--- config.mk ---
export PLATFORM = sky130hd
export DESIGN_NAME = gb_lcd_tx
export DESIGN_NICKNAME = d
export VERILOG_FILES = /design/src/rtl/gb_lcd_tx.sv
export SDC_FILE = /design/constraint.sdc
export NUM_CORES = 1
export LEC_CHECK = 0
export BUFFER_PORTS_ARGS = -buffer_cell sky130_fd_sc_hd__buf_2
export CAP_MARGIN = 20
export CORE_MARGIN = 1
export CORE_UTILIZATION = 30
export DETAILED_ROUTE_END_ITERATION = 6
export PLACE_DENSITY_LB_ADDON = 0.08
export SETUP_SLACK_MARGIN = 0.3
export SLEW_MARGIN = 40
export SYNTH_ARGS = -nofsm -noshare
export SYNTH_HDL_FRONTEND = slang
export SYNTH_SLANG_ARGS = --single-unit
--- constraint.sdc ---
create_clock -name clk -period 4.85 [get_ports clk]
set_input_delay 0.485 -clock clk [delete_from_list [all_inputs] [get_ports clk]]
set_output_delay 0.485 -clock clk [all_outputs]
set_load 0.02 [all_outputs]
--- src/rtl/gb_lcd_tx.sv ---
// DMG-style LCD transmitter: streams a 2bpp framebuffer (or an internal test pattern)
// as odata/oclk/ohsync/ovsync, with a one-pixel prefetch from a sync-read memory.
module gb_lcd_tx #(
    parameter int H_PIX   = 160,
    parameter int V_LINES = 144,
    parameter int V_BLANK = 10,
    parameter int H_BLANK = 48,
    parameter int HS_LEN  = 8,
    parameter int HALF    = 2
) (
    input  logic        clk,
    input  logic        rst_n,
    input  logic        enable,
    input  logic        pattern_sel,
    output logic        rd_en,
    output logic [14:0] rd_addr,
    input  logic [1:0]  rd_data,
    output logic [1:0]  odata,
    output logic        oclk,
    output logic        ohsync,
    output logic        ovsync,
    output logic        frame_done
);
    // state   | meaning
    // IDLE    | stopped, outputs low, waiting for enable
    // VSETUP  | one pixel period with ovsync high, pixel 0 of line 0 fetched
    // ACTIVE  | H_PIX clocked pixel periods of the current line
    // HBLANK  | H_BLANK periods, ohsync in the first HS_LEN, next line's pixel 0 fetched
    // VBLANK  | V_BLANK full-length lines, ohsync only, frame_done on the last clk
    typedef enum logic [2:0] {S_IDLE, S_VSETUP, S_ACTIVE, S_HBLANK, S_VBLANK} state_t;

    localparam logic [7:0] PH_HI    = 8'(HALF);
    localparam logic [7:0] PH_LAST  = 8'(2*HALF-1);
    localparam logic [8:0] PX_ALAST = 9'(H_PIX-1);
    localparam logic [8:0] PX_LAST  = 9'(H_PIX+H_BLANK-1);
    localparam logic [8:0] HS_LO    = 9'(H_PIX);
    localparam logic [8:0] HS_HI    = 9'(H_PIX+HS_LEN);
    localparam logic [8:0] LN_ALAST = 9'(V_LINES-1);
    localparam logic [8:0] LN_LAST  = 9'(V_LINES+V_BLANK-1);

    state_t      state_q, state_d;
    logic [7:0]  ph_q, ph_d;
    logic [8:0]  px_q, px_d;
    logic [8:0]  ln_q, ln_d;
    logic        pat_q, pat_d;
    logic [14:0] fa_q;
    logic        pend_q;
    logic [1:0]  pf_q;
    logic        ph_end;
    logic        fetch;
    logic        frame_start;
    logic [1:0]  pat_pix;

    always_comb begin
        state_d = state_q;
        ph_d    = ph_q;
        px_d    = px_q;
        ln_d    = ln_q;
        pat_d   = pat_q;
        ph_end  = (ph_q == PH_LAST);
        if (state_q == S_IDLE) begin
            if (enable) begin
                state_d = S_VSETUP;
                ph_d    = '0;
                px_d    = '0;
                ln_d    = '0;
                pat_d   = pattern_sel;
            end
        end else begin
            ph_d = ph_end ? 8'd0 : ph_q + 8'd1;
            if (ph_end) begin
                case (state_q)
                    S_VSETUP: begin
                        state_d = S_ACTIVE;
                        px_d    = '0;
                        ln_d    = '0;
                    end
                    S_ACTIVE: begin
                        px_d = px_q + 9'd1;
                        if (px_q == PX_ALAST) state_d = S_HBLANK;
                    end
                    S_HBLANK: begin
                        if (px_q == PX_LAST) begin
                            px_d    = '0;
                            ln_d    = ln_q + 9'd1;
                            state_d = (ln_q == LN_ALAST) ? S_VBLANK : S_ACTIVE;
                        end else begin
                            px_d = px_q + 9'd1;
                        end
                    end
                    S_VBLANK: begin
                        if (px_q == PX_LAST) begin
                            px_d = '0;
                            if (ln_q == LN_LAST) begin
                                ln_d    = '0;
                                state_d = enable ? S_VSETUP : S_IDLE;
                                pat_d   = pattern_sel;
                            end else begin
                                ln_d = ln_q + 9'd1;
                            end
                        end else begin
                            px_d = px_q + 9'd1;
                        end
                    end
                    default: state_d = S_IDLE;
                endcase
            end
        end

        // Reads go out on the first clk of a high phase; pixel 0 rides on the period before the line.
        fetch = !pat_d && (ph_d == PH_HI) &&
                ((state_d == S_VSETUP) ||
                 (state_d == S_ACTIVE && px_d != PX_ALAST) ||
                 (state_d == S_HBLANK && px_d == PX_LAST && ln_d != LN_ALAST));
        frame_start = (state_d == S_VSETUP) && (ph_d == 8'd0);
        pat_pix     = px_d[5:4] + ln_d[5:4];
    end

    always_ff @(posedge clk or negedge rst_n) begin
        if (!rst_n) begin
            state_q    <= S_IDLE;
            ph_q       <= '0;
            px_q       <= '0;
            ln_q       <= '0;
            pat_q      <= 1'b0;
            fa_q       <= '0;
            pend_q     <= 1'b0;
            pf_q       <= '0;
            rd_en      <= 1'b0;
            rd_addr    <= '0;
            odata      <= '0;
            oclk       <= 1'b0;
            ohsync     <= 1'b0;
            ovsync     <= 1'b0;
            frame_done <= 1'b0;
        end else begin
            state_q <= state_d;
            ph_q    <= ph_d;
            px_q    <= px_d;
            ln_q    <= ln_d;
            pat_q   <= pat_d;
            rd_en   <= fetch;
            pend_q  <= rd_en;

            if (frame_start) fa_q <= '0;
            else if (fetch)  fa_q <= fa_q + 15'd1;

            if (fetch)                  rd_addr <= fa_q;
            else if (state_d == S_IDLE) rd_addr <= '0;

            if (pend_q) pf_q <= rd_data;

            // With HALF=2 the read lands on the same edge odata loads, so bypass the prefetch register.
            if (state_d != S_ACTIVE)  odata <= '0;
            else if (ph_d == 8'd0)    odata <= pat_d ? pat_pix : (pend_q ? rd_data : pf_q);

            oclk       <= (state_d == S_ACTIVE) && (ph_d >= PH_HI);
            ohsync     <= ((state_d == S_HBLANK) || (state_d == S_VBLANK)) &&
                          (px_d >= HS_LO) && (px_d < HS_HI);
            ovsync     <= (state_d == S_VSETUP) ||
                          (((state_d == S_ACTIVE) || (state_d == S_HBLANK)) && (ln_d == 9'd0));
            frame_done <= (state_d == S_VBLANK) && (ph_d == PH_LAST) &&
                          (px_d == PX_LAST) && (ln_d == LN_LAST);
        end
    end
endmodule

== Word-level counts from Yosys, hierarchy flattened ==
Cells that the tools add are included.

* Multiplexer cells: 39
* Equality and inequality tests: 20
* $add $sub $neg: 5
* Magnitude comparators: 3
* Reduce and logical (&&, ||, !) cells: 27

{| class="wikitable"
|+ Operator list
! kind !! count
|-
| $mux W9 || 10
|-
| $mux W15 || 4
|-
| $eq A9 B8 Y1 const B || 6
|-
| $pmux W9 S3 || 2
|-
| $eq A8 B2 Y1 const B || 3
|-
| $mux W3 || 8
|-
| $mux W8 || 3
|-
| $add A9 B1 Y9 const B || 2
|-
| $ne A9 B8 Y1 const B || 2
|-
| $add A15 B1 Y15 const B || 1
|-
| $logic_and A1 B1 Y1 || 13
|-
| $eq A3 B2 Y1 const B || 4
|-
| $pmux W3 S4 || 1
|-
| $ge A9 B8 Y1 const B || 1
|-
| $logic_not A9 Y1 || 1
|-
| $lt A9 B8 Y1 const B || 1
|-
| $add A8 B1 Y8 const B || 1
|-
| $ge A8 B2 Y1 const B || 1
|-
| $logic_not A8 Y1 || 1
|-
| $mux W2 || 4
|-
| $mux W1 || 7
|-
| $eq A3 B1 Y1 const B || 2
|-
| $eq A3 B3 Y1 const B || 2
|-
| $logic_not A3 Y1 || 2
|-
| other kinds (6) || 12
|}

* Word-level logic and storage cells: 109
* Flip-flop bits (word level): 70
* Input bits: 6
* Output and inout port bits: 22

== Longest topological paths before layout ==
Gate-level depths: netlist (run 1).

* Word-level depth: 13
* Mapped depth: 14
* Depth with buffers taken out: 13

== Worst setup path after synthesis (run 1) ==
OpenSTA, ideal clock, no wires.

* Path type: reg-to-reg
* Start: register ph_q[0]
* End: register fa_q[6]
* Path slack: 1.325 ns
* Required time: 4.723 ns
* Stages on the path, launching flop included: 13
* Buffers on the path: 1
* Setup time: 0.127 ns
* Clock period less this slack: 3.525 ns
* Arrival: 3.397 ns
* Cells stage by stage: dfrtp_1 ha_1 nor4b_4 nand2_2 or4_4 and3_1 a221oi_2 nand2_2 o311ai_4 a21oi_2 buf_6 nand4_1 mux2_1

* Longest elaborated chain between the ends: 9
* Elaborated cells on any way between the ends: 32
* Classes of those cells: add/sub (1); eq/ne (8); mux (12); reduce/logical (11)

{| class="wikitable"
|+ RTL lines
! item !! line !! source
|-
| start: declaration || 42 || <nowiki>logic [7:0] ph_q, ph_d;</nowiki>
|-
| start signal: assignment || 138 || <nowiki>ph_q <= ph_d;</nowiki>
|-
| branches (longest 9 deep; another with $add A8 B1 Y8) || n/a ||
|-
| end signal: assignment || 146 || <nowiki>else if (fetch) fa_q <= fa_q + 15'd1;</nowiki>
|-
| end: declaration || 46 || <nowiki>logic [14:0] fa_q;</nowiki>
|}

Parallel ways; which one is timed is not known.
A chain may end at the register's enable or synchronous reset.

== Worst setup path after layout (run 1) ==
Same ends and word-level chain as after synthesis.

==> results.ini, run 1 <==
[clock_tree]
cts_tree = yes
clk_pin_slew_ns = 0.06
cts.path.max_buffers = 2
holdBufCountCts = 0
cts.sinks = 70
ctsResizeCount = 0
htreeDepth = 3
numCtsBuffers = 9
cts_root_buf = clkbuf_16
cts_setup_buffers = 0
clk_latency_ns = 0.34

[critical_path]
path_max_fanout = 9
crit_path_start_kind = flip-flop
crit_chain = ha_1 -> nor4b_4 -> a21oi_1 -> a211o_1 -> a21oi_1 -> or4b_1 -> nor2_1 -> nand2_1 -> nor2_1 -> nor2b_1 -> mux2_1
crit_arrival_ns = 4.35
slowest_stage = nor2_1
required_ns = 5.07
rr_worst_depth = 11
startpoint = ph_q[0]
rr_startpoint = ph_q[0]
slowest_delay_ns = 0.59
r2r_slack_ns = 0.72
crit_family = simple AND/OR/NAND/NOR gates
timing.rr.end = fa_q[6]
critPathKind = reg -> reg
worst-path-buf-inv = 0
cp-end-kind = flip-flop

[detailed_routing]
ant_nets = 0
drt-total-wl_mm = 11.1
drtIter0Drc = 111
drc = 0
vias = 3564
viasPerCell = 5.39
drt-pass1-iter-count = 4
wl_per_cell_um = 16.7

[die]
rows = 42
die_w_um = 120
start_util_pct = 31.1
die_y_um = 120
num_io_pins = 28
die_area_um2 = 14400
core_um2 = 13400

[timing]
fin_ws_ns = 0.718
final_max_slew_viol_count = 0
finalHoldViolCount = 0
rsz0062_at_grt = false
fin_crit_sh_pct = 85.2
relSlewSlack_pct = 52.7
max_freq_ghz = 0.242
finClkSkew_ns = 0.00503
finalSetupTns_ns = 0
worst_pin_slew_ns = 0.707
period_minus_slack_ns = 4.13
setup_viol = 0

[placed_design]
dp.cells = 645
globalplace.congestion = 0.846
hpwl_mm = 7.92
place_ws_ns = 0.723
portBuffers = 27

[run]
maxCapViolCount = 0

[power_and_ir_drop]
pwr-share-clk_pct = 54.9
combPwrFrac_pct = 1.6
p_seq_share_pct = 43.5
internal-power_mw = 1.08
netSwitchingPower_mw = 0.265
p_total_mw = 1.35
p_sw_share_pct = 19.7
leakagePower_nw = 2.03
vdd_drop_max_v = 0.000155
pwr_density_cell_nw_per_um2 = 279

[yosys]
synthesis.area_um2 = 4160
synth_top_family_by_area = simple AND/OR/NAND/NOR gates
synth_cells = 455
synth-main-ff-cell = dfrtp_1
synth-adder-area-share_pct = 1.80
yosysTopAreaCell = dfrtp_1
synth_top_area_share_pct = 42.1
synth_area_leaders = dfrtp_1, nand2_1, nor2_1, nand3_1, o21ai_0
synth-simple-area-share_pct = 28.1
yosys.area_share.xor_xnor_pct = 2.52
ys.warnings.count = 0
synth-compound-area-share_pct = 20.3
syn_area_per_cell_um2 = 9.15
synth_cell_type_count = 77
async_reset_ff_share_pct = 100
synth_nets = 467
synth_mux_area_share_pct = 1.83
seq_area_frac_synth_pct = 42.1
synth_edf_count = 0
ys_ff_latch = 70

[layout]
regArea_um2 = 1750
final_core_util_pct = 35.9
drive_gt1_share_pct = 16.1
fin_cells = 661
antenna_cells = 0
nFillCells = 1388
area_growth_pct = 15.7
multi_input_area_um2 = 2280
fin_nets = 492

[global_route]
track_usage_pct = 16.5
overflow = 0
antenna_found_initial = 0
grt_pass1_wl_mm = 18.4
grt_pass1_vias = 3512
grt_max_degree = 71

[min_path]
worstHoldPathType = in -> async

[outcome]
status = complete, no violations

-- worst register-to-register path, cell delays in order (launching register included) --
cell and delay [ns]:
dfrtp_1 0.40, ha_1 0.34, nor4b_4 0.46, a21oi_1 0.29, a211o_1 0.35, a21oi_1 0.21
or4b_1 0.55, nor2_1 0.26, nand2_1 0.15, nor2_1 0.59, nor2b_1 0.11, mux2_1 0.31
-- per-stage QoR --
stage | area [um2] | hold slack [ns]
finish | 4820 | 0.140
global route | 4820 | 0.195
CTS | 4820 | 0.193
detailed placement | 4480 | 0.358
global placement | 4480 | 0.359
floorplan | 4160 | 0.189
-- synth_stat cells (all sizes together) (6+ instances only) --
cell type	number
and3	11
nor2b	7
ha	6
nand2	58
nand4	11
o21ai	42
clkbuf	11
nor2	37
or3	7
dfrtp	70
nor3	8
inv	14
nand2b	6
xnor2	10
buf	7
nand3	27
a2111oi	8
a31oi	11
a21oi	20
-- cells in the final DEF, fill, tap and decap left out, drive strengths merged, types with 6 or more instances in the layout --
cell,n
nor2b,7
a31oi,11
nand2,58
xnor2,10
nor3,8
inv,14
nand3,27
or3,7
and3,11
nand2b,6
dfrtp,70
o21ai,42
buf,32
nand4,11
clkbuf,13
ha,6
a21oi,20
a2111oi,8
nor2,37
-- registers in the layout, summed over array words and instances (netlist names) --
name,cells
ohsync,1
odata,2
pat_q,1
frame_done,1
ovsync,1
ph_q,8
ln_q,9
oclk,1
rd_addr,15
px_q,9
pf_q,2
pend_q,1
fa_q,15
state_q,3
rd_en,1
-- routing by layer --
layer | GRT usage [%] | wire [um]
met5 | 0 | 0
met4 | 7.03 | 279
met3 | 3.85 | 397
met2 | 26.4 | 5330
met1 | 21.3 | 5050
-- power groups by stage --
stage	Combinational [mW]	Sequential, mW	Clock (mW)
finish	0.0215	0.586	0.739
global route	0.0259	0.585	0.781
CTS	0.0233	0.585	0.764
detailed placement	0.0232	0.596	0
global placement	0.0229	0.596	0
floorplan	0.00570	0.596	0
-- kinds of logic after synthesis --
family	Yosys count
simple gates	210
compound gates	118
flops	70
buf+inv	32
xor+xnor	12
mux	7
fa+ha+maj	6
-- worst max path at each step --
stage / cells after the start / to / slack [ns]
after CTS: 11 / fa_q[6] / 0.67
after detailed placement: 11 / fa_q[6] / 0.72
after global routing: 11 / fa_q[6] / 0.38
after global placement: 11 / fa_q[6] / 0.74
final: 11 / fa_q[6] / 0.72
after floorplan: 12 / fa_q[6] / 1.33
-- layout make-up --
type                            count  area share [%]
Clock buffer                       13            5.61
Multi-Input combinational cell    353            47.3
Timing Repair Buffer               32            3.72
Inverter                           14            1.09
Tap cell                          176            4.57
Sequential cell                    70            36.4
Clock inverter                      3            1.35
No activity file was read; power rests on OpenSTA's default activity.
==> run 2: changes to the inputs <==
--- a/config.mk
+++ b/config.mk
@@ -7,11 +7,12 @@
 export LEC_CHECK = 0
 export BUFFER_PORTS_ARGS = -buffer_cell sky130_fd_sc_hd__buf_2
 export CAP_MARGIN = 20
-export CORE_MARGIN = 1
-export CORE_UTILIZATION = 30
+export CORE_MARGIN = 3
+export CORE_UTILIZATION = 55
 export DETAILED_ROUTE_END_ITERATION = 6
 export PLACE_DENSITY_LB_ADDON = 0.08
 export SETUP_SLACK_MARGIN = 0.3
+export SKIP_CTS_REPAIR_TIMING = 1
 export SLEW_MARGIN = 40
 export SYNTH_ARGS = -nofsm -noshare
 export SYNTH_HDL_FRONTEND = slang
==> run 2 against run 1 <==
Compared with the run above: sequential share of layout area grew 1.8 points; sequential power is essentially flat; via count grew 1.6%; cell area shrank 4.7%; routed wire length shrank 11%; largest power group is now registers; final cell count shrank 12%; critical path type unchanged; hold slack lost 0.12 ns; critical path depth grew 2; largest cell class unchanged.
==> results.ini, run 2 (synthesized netlist as in run 1, its figures left out) <==
[layout]
final_cell_mix = dfrtp_1, nand2_1, nor2_1, buf_2, nand3_1
fin_nets = 492  ; unchanged
nFillCells = 634  ; -54%
area_growth_pct = 10.3
mostFrequentLayoutCell = dfrtp_1
top_regs = fa_q (15), rd_addr (15)
antenna_cells = 0  ; unchanged
fin_cells = 584  ; -12%
drive_gt1_share_pct = 16.1  ; unchanged

[critical_path]
required_ns = 5.09  ; +0.02 ns
cp_num_cells = 13  ; +2
slowest_delay_ns = 0.46  ; -0.13 ns
cp-end-kind = flip-flop
r2r_slack_ns = 0.61  ; -0.11 ns
path_max_fanout = 11  ; +2
rr_startpoint = ph_q[0]
rr_worst_depth = 13  ; +2
timing.rr.end = fa_q[4]
crit_chain = ha_1 -> nor4b_4 -> nand4_1 -> buf_4 -> or3_1 -> a21oi_1 -> and4b_1 -> and4b_1 -> o21a_1 -> a21oi_2 -> buf_4 -> nand4_1 -> mux2_2
crit_arrival_ns = 4.48  ; +0.13 ns
crit_family = simple AND/OR/NAND/NOR gates
slowest_stage = a21oi_1
critPathKind = reg -> reg
worst-path-buf-inv = 2  ; +2
endpoint = fa_q[4]
crit_path_start_kind = flip-flop
startpoint = ph_q[0]

[global_route]
grt_max_degree = 58  ; -18%
track_usage_pct = 24.2  ; +7.7 points
grt_pass1_vias = 3462  ; -1.4%
met2_usage_pct = 39.8  ; +13 points
grt_util_met1_pct = 32.5  ; +11 points
overflow = 0  ; unchanged
grt_busiest_layer = met2
use_met3_pct = 4.51  ; +0.66 points
antenna_found_initial = 0  ; unchanged
grt_pass1_wl_mm = 16.8  ; -9.0%

[power_and_ir_drop]
pwr-share-clk_pct = 46.8  ; -8.1 points
p_sw_share_pct = 22.4  ; +2.7 points
p_seq_share_pct = 51.4  ; +7.9 points
pwr_density_cell_nw_per_um2 = 248  ; -11%
leakagePower_nw = 1.97  ; -3.0%
netSwitchingPower_mw = 0.255  ; -3.7%
internal-power_mw = 0.883  ; -18%
vdd_drop_max_v = 0.000188  ; +21%
combPwrFrac_pct = 1.9  ; +0.3 points

[detailed_routing]
wl_per_cell_um = 16.8  ; +0.56%
drc = 0  ; unchanged
drtIter0Drc = 248  ; +120%
vias = 3620  ; +1.6%
viasPerCell = 6.20  ; +15%
drt-total-wl_mm = 9.82  ; -11%
drt-pass1-iter-count = 5  ; +1
ant_nets = 0  ; unchanged

[run]
maxCapViolCount = 0  ; unchanged

[die]
die_y_um = 93.0  ; -22%
rows = 31  ; -26%
num_io_pins = 28  ; unchanged
die_w_um = 93.0  ; -22%
start_util_pct = 57.1  ; +26 points
core_um2 = 7290  ; -46%
die_area_um2 = 8650  ; -40%

[timing]
finClkSkew_ns = 0.0136  ; +0.00861 ns
finalHoldViolCount = 0  ; unchanged
setup_viol = 0  ; unchanged
fin_crit_sh_pct = 87.5  ; +2.3 points
relSlewSlack_pct = 51.7  ; -0.97 points
period_minus_slack_ns = 4.24  ; +0.111 ns
finalSetupTns_ns = 0  ; unchanged
fin_hold_ws_ns = 0.0221  ; -0.117 ns
max_freq_ghz = 0.236  ; -2.6%
rsz0062_at_grt = false
final_max_slew_viol_count = 0  ; unchanged
worst_pin_slew_ns = 0.724  ; +0.0165 ns

[clock_tree]
cts_root_buf = clkbuf_8
cts.path.max_buffers = 2  ; unchanged
clk_latency_ns = 0.35  ; about the same
cts_tree = yes
clk_pin_slew_ns = 0.09  ; +0.03 ns
htreeDepth = 3  ; unchanged
numCtsBuffers = 9  ; unchanged
cts.sinks = 70  ; unchanged

[placed_design]
portBuffers = 27  ; unchanged
globalplace.congestion = 0.908  ; +7.3%
dp.cells = 568  ; -12%
hpwl_mm = 7.14  ; -9.9%

[min_path]
worstHoldPathType = in -> async

[outcome]
status = complete, no violations

## run 2: routing by layer
layer  wire (um)  part of all wire [%]
met1        4340                    44
met2        4740                    48
met3         547                   5.6
met4         198                   2.0
met5           0                     0
## run 2: worst min-delay path by stage
| stage | from | to | slack (ns) |
|---|---|---|---|
| 3_5_place_dp | rd_en | pend_q | 0.37 |
| 3_3_place_gp | rd_en | pend_q | 0.36 |
| 5_1_grt | rst_n | px_q[7] | 0.03 |
| 4_1_cts | rst_n | px_q[7] | 0.03 |
| 2_1_floorplan | rst_n | fa_q[0] | 0.19 |
| 6_report | rst_n | ph_q[4] | 0.02 |
## run 2: stage by stage
step / util (%) / area (um2) / setup WS (ns) / power [mW]
2_1_floorplan: - / 4160 / 1.33 / 0.602
3_3_place_gp: 59.9 / 4370 / 0.839 / 0.618
3_5_place_dp: 59.9 / 4370 / 0.649 / 0.618
4_1_cts: 63.0 / 4590 / 0.659 / 1.15
5_1_grt: 63.0 / 4590 / 0.395 / 1.17
6_report: 63.0 / 4590 / 0.607 / 1.14
## run 2: layout make-up
type | instances | area, um2 | share of cell area [%]
multi-input combinational | 353 | 2270 | 49.4
sequential | 70 | 1750 | 38.1
timing repair buffer | 32 | 173 | 3.76
clock buffer | 10 | 128 | 2.78
tap | 99 | 124 | 2.70
clock inverter | 6 | 93.8 | 2.04
inverter | 14 | 52.6 | 1.14
## run 2: power by group through the flow
stage / Clock (mW) / Sequential [mW] / Combinational [mW]
after floorplan: 0 / 0.596 / 0.00570
after global placement: 0 / 0.596 / 0.0221
after detailed placement: 0 / 0.596 / 0.0222
after CTS: 0.541 / 0.584 / 0.0222
after global routing: 0.563 / 0.584 / 0.0248
final: 0.532 / 0.584 / 0.0212
==> run 3: changes to the inputs <==
--- a/config.mk
+++ b/config.mk
@@ -10,6 +10,7 @@
 export CORE_MARGIN = 3
 export CORE_UTILIZATION = 55
 export DETAILED_ROUTE_END_ITERATION = 6
+export HOLD_SLACK_MARGIN = 0.1
 export PLACE_DENSITY_LB_ADDON = 0.08
 export SETUP_SLACK_MARGIN = 0.3
 export SKIP_CTS_REPAIR_TIMING = 1
==> run 3 against run 2 <==
Compared with the run above: global-route usage is the same; non-clock buffer count grew 1; flip-flop and latch count is the same; clock power is essentially flat; via count shrank 0.11%; combinational power grew 3%; hold slack gained 0.36 ns; critical path type unchanged.
==> results.ini, run 3 (synthesized netlist as in run 1, its figures left out) <==
[clock_tree]
cts.path.max_buffers = 2  ; unchanged
htreeDepth = 3  ; unchanged
clk_latency_ns = 0.34  ; about the same
numCtsBuffers = 9  ; unchanged
clk_pin_slew_ns = 0.08  ; about the same
cts_root_buf = clkbuf_8
cts.sinks = 70  ; unchanged
cts_tree = yes

[placed_design]
hpwl_mm = 7.14  ; unchanged
portBuffers = 27  ; unchanged
globalplace.congestion = 0.908  ; unchanged

[die]
rows = 31  ; unchanged
die_area_um2 = 8650  ; unchanged
num_io_pins = 28  ; unchanged
start_util_pct = 57.1  ; unchanged
die_w_um = 93.0  ; unchanged
die_y_um = 93.0  ; unchanged
core_um2 = 7290  ; unchanged

[detailed_routing]
wl_per_cell_um = 16.9  ; +0.27%
drc = 0  ; unchanged
ant_nets = 0  ; unchanged
drt-total-wl_mm = 9.87  ; +0.44%
viasPerCell = 6.18  ; -0.28%
drt-pass1-iter-count = 6  ; +1
vias = 3616  ; -0.11%
drtIter0Drc = 216  ; -13%

[timing]
finClkSkew_ns = 0.0111  ; -0.00258 ns
finalSetupTns_ns = 0  ; unchanged
fin_hold_ws_ns = 0.387  ; +0.365 ns
rsz0062_at_grt = false
period_minus_slack_ns = 4.21  ; -0.0315 ns
setup_viol = 0  ; unchanged
final_max_slew_viol_count = 0  ; unchanged
finalHoldViolCount = 0  ; unchanged
relSlewSlack_pct = 52.0  ; +0.26 points
max_freq_ghz = 0.237  ; +0.75%
fin_crit_sh_pct = 86.8  ; -0.65 points
worst_pin_slew_ns = 0.720  ; -0.00396 ns

[layout]
final_cell_mix = dfrtp_1, nand2_1, nor2_1, buf_2, nand3_1
nFillCells = 633  ; -0.16%
drive_gt1_share_pct = 16.0  ; -0.033 points
area_growth_pct = 10.5
antenna_cells = 0  ; unchanged
top_regs = fa_q (15), rd_addr (15)
fin_nets = 493  ; +0.20%
mostFrequentLayoutCell = dfrtp_1

[global_route]
grt_pass1_wl_mm = 16.8  ; unchanged
grt_pass1_vias = 3462  ; unchanged
overflow = 0  ; unchanged
antenna_found_initial = 0  ; unchanged
track_usage_pct = 24.2  ; unchanged
grt_max_degree = 58  ; unchanged

[critical_path]
critPathKind = reg -> reg
slowest_stage = a21oi_1
required_ns = 5.09  ; about the same
worst-path-buf-inv = 2  ; unchanged
crit_chain = ha_1 -> nor4b_4 -> nand4_1 -> buf_4 -> or3_1 -> a21oi_1 -> and4b_1 -> and4b_1 -> o21a_1 -> a21oi_2 -> buf_4 -> nand4_1 -> mux2_2
path_max_fanout = 11  ; unchanged
crit_family = simple AND/OR/NAND/NOR gates
slowest_delay_ns = 0.45  ; about the same
cp-end-kind = flip-flop
crit_path_start_kind = flip-flop
crit_arrival_ns = 4.45  ; -0.03 ns

[outcome]
status = complete, no violations

[power_and_ir_drop]
leakagePower_nw = 1.97  ; +0.21%
pwr_density_cell_nw_per_um2 = 247  ; -0.26%
vdd_drop_max_v = 0.000188  ; +0.48%

[run]
maxCapViolCount = 0  ; unchanged

[min_path]
worstHoldPathType = reg -> reg

run 3: final timing paths:
path	start	to	slack (ns)	cells after the start
min	rd_en	pend_q	0.39	0
min reg2reg	rd_en	pend_q	0.39	0
max reg2reg	ph_q[0]	fa_q[4]	0.64	13
max in group asynchronous	rst_n	fa_q[6]	3.26	3
min in group asynchronous	rst_n	px_q[7]	0.56	2
max	ph_q[0]	fa_q[4]	0.64	13
run 3: routing by layer:
| layer | up-vias | GRT usage (%) | part of all wire [%] |
|---|---|---|---|
| met5 | - | 0 | 0 |
| met3 | 21 | 4.51 | 5.4 |
| met2 | 132 | 39.8 | 49 |
| met4 | 0 | 7.81 | 2.0 |
| li1 | 1732 | - | - |
| met1 | 1731 | 32.5 | 44 |
run 3: area by class of cell:
class | count | area, um2 | area share, %
flip-flops and latches | 70 | 1750 | 38.1
clock inverters | 6 | 93.8 | 2.04
well taps | 99 | 124 | 2.69
multi-input cells | 353 | 2270 | 49.3
repair buffers | 33 | 183 | 3.97
inverters | 14 | 52.6 | 1.14
clock buffers | 10 | 128 | 2.77
run 3: per-stage QoR:
step / util, % / setup WS [ns] / power [mW] / cell area (um2) / std cells
floorplan: - / 1.33 / 0.602 / 4160 / 455
global placement: 59.9 / 0.839 / 0.618 / 4370 / 568
detailed placement: 59.9 / 0.649 / 0.618 / 4370 / 568
CTS: 63.0 / 0.659 / 1.15 / 4590 / 584
global route: 63.1 / 0.395 / 1.17 / 4600 / 585
finish: 63.1 / 0.639 / 1.14 / 4600 / 585
run 3: report_power, final:
| group | internal [mW] | total [mW] | leakage, nW | switching (mW) |
|---|---|---|---|---|
| Sequential | 0.584 | 0.584 | 0.852 | 0.000526 |
| Combinational | 0.00507 | 0.0218 | 1.01 | 0.0167 |
| Clock | 0.294 | 0.531 | 0.107 | 0.237 |
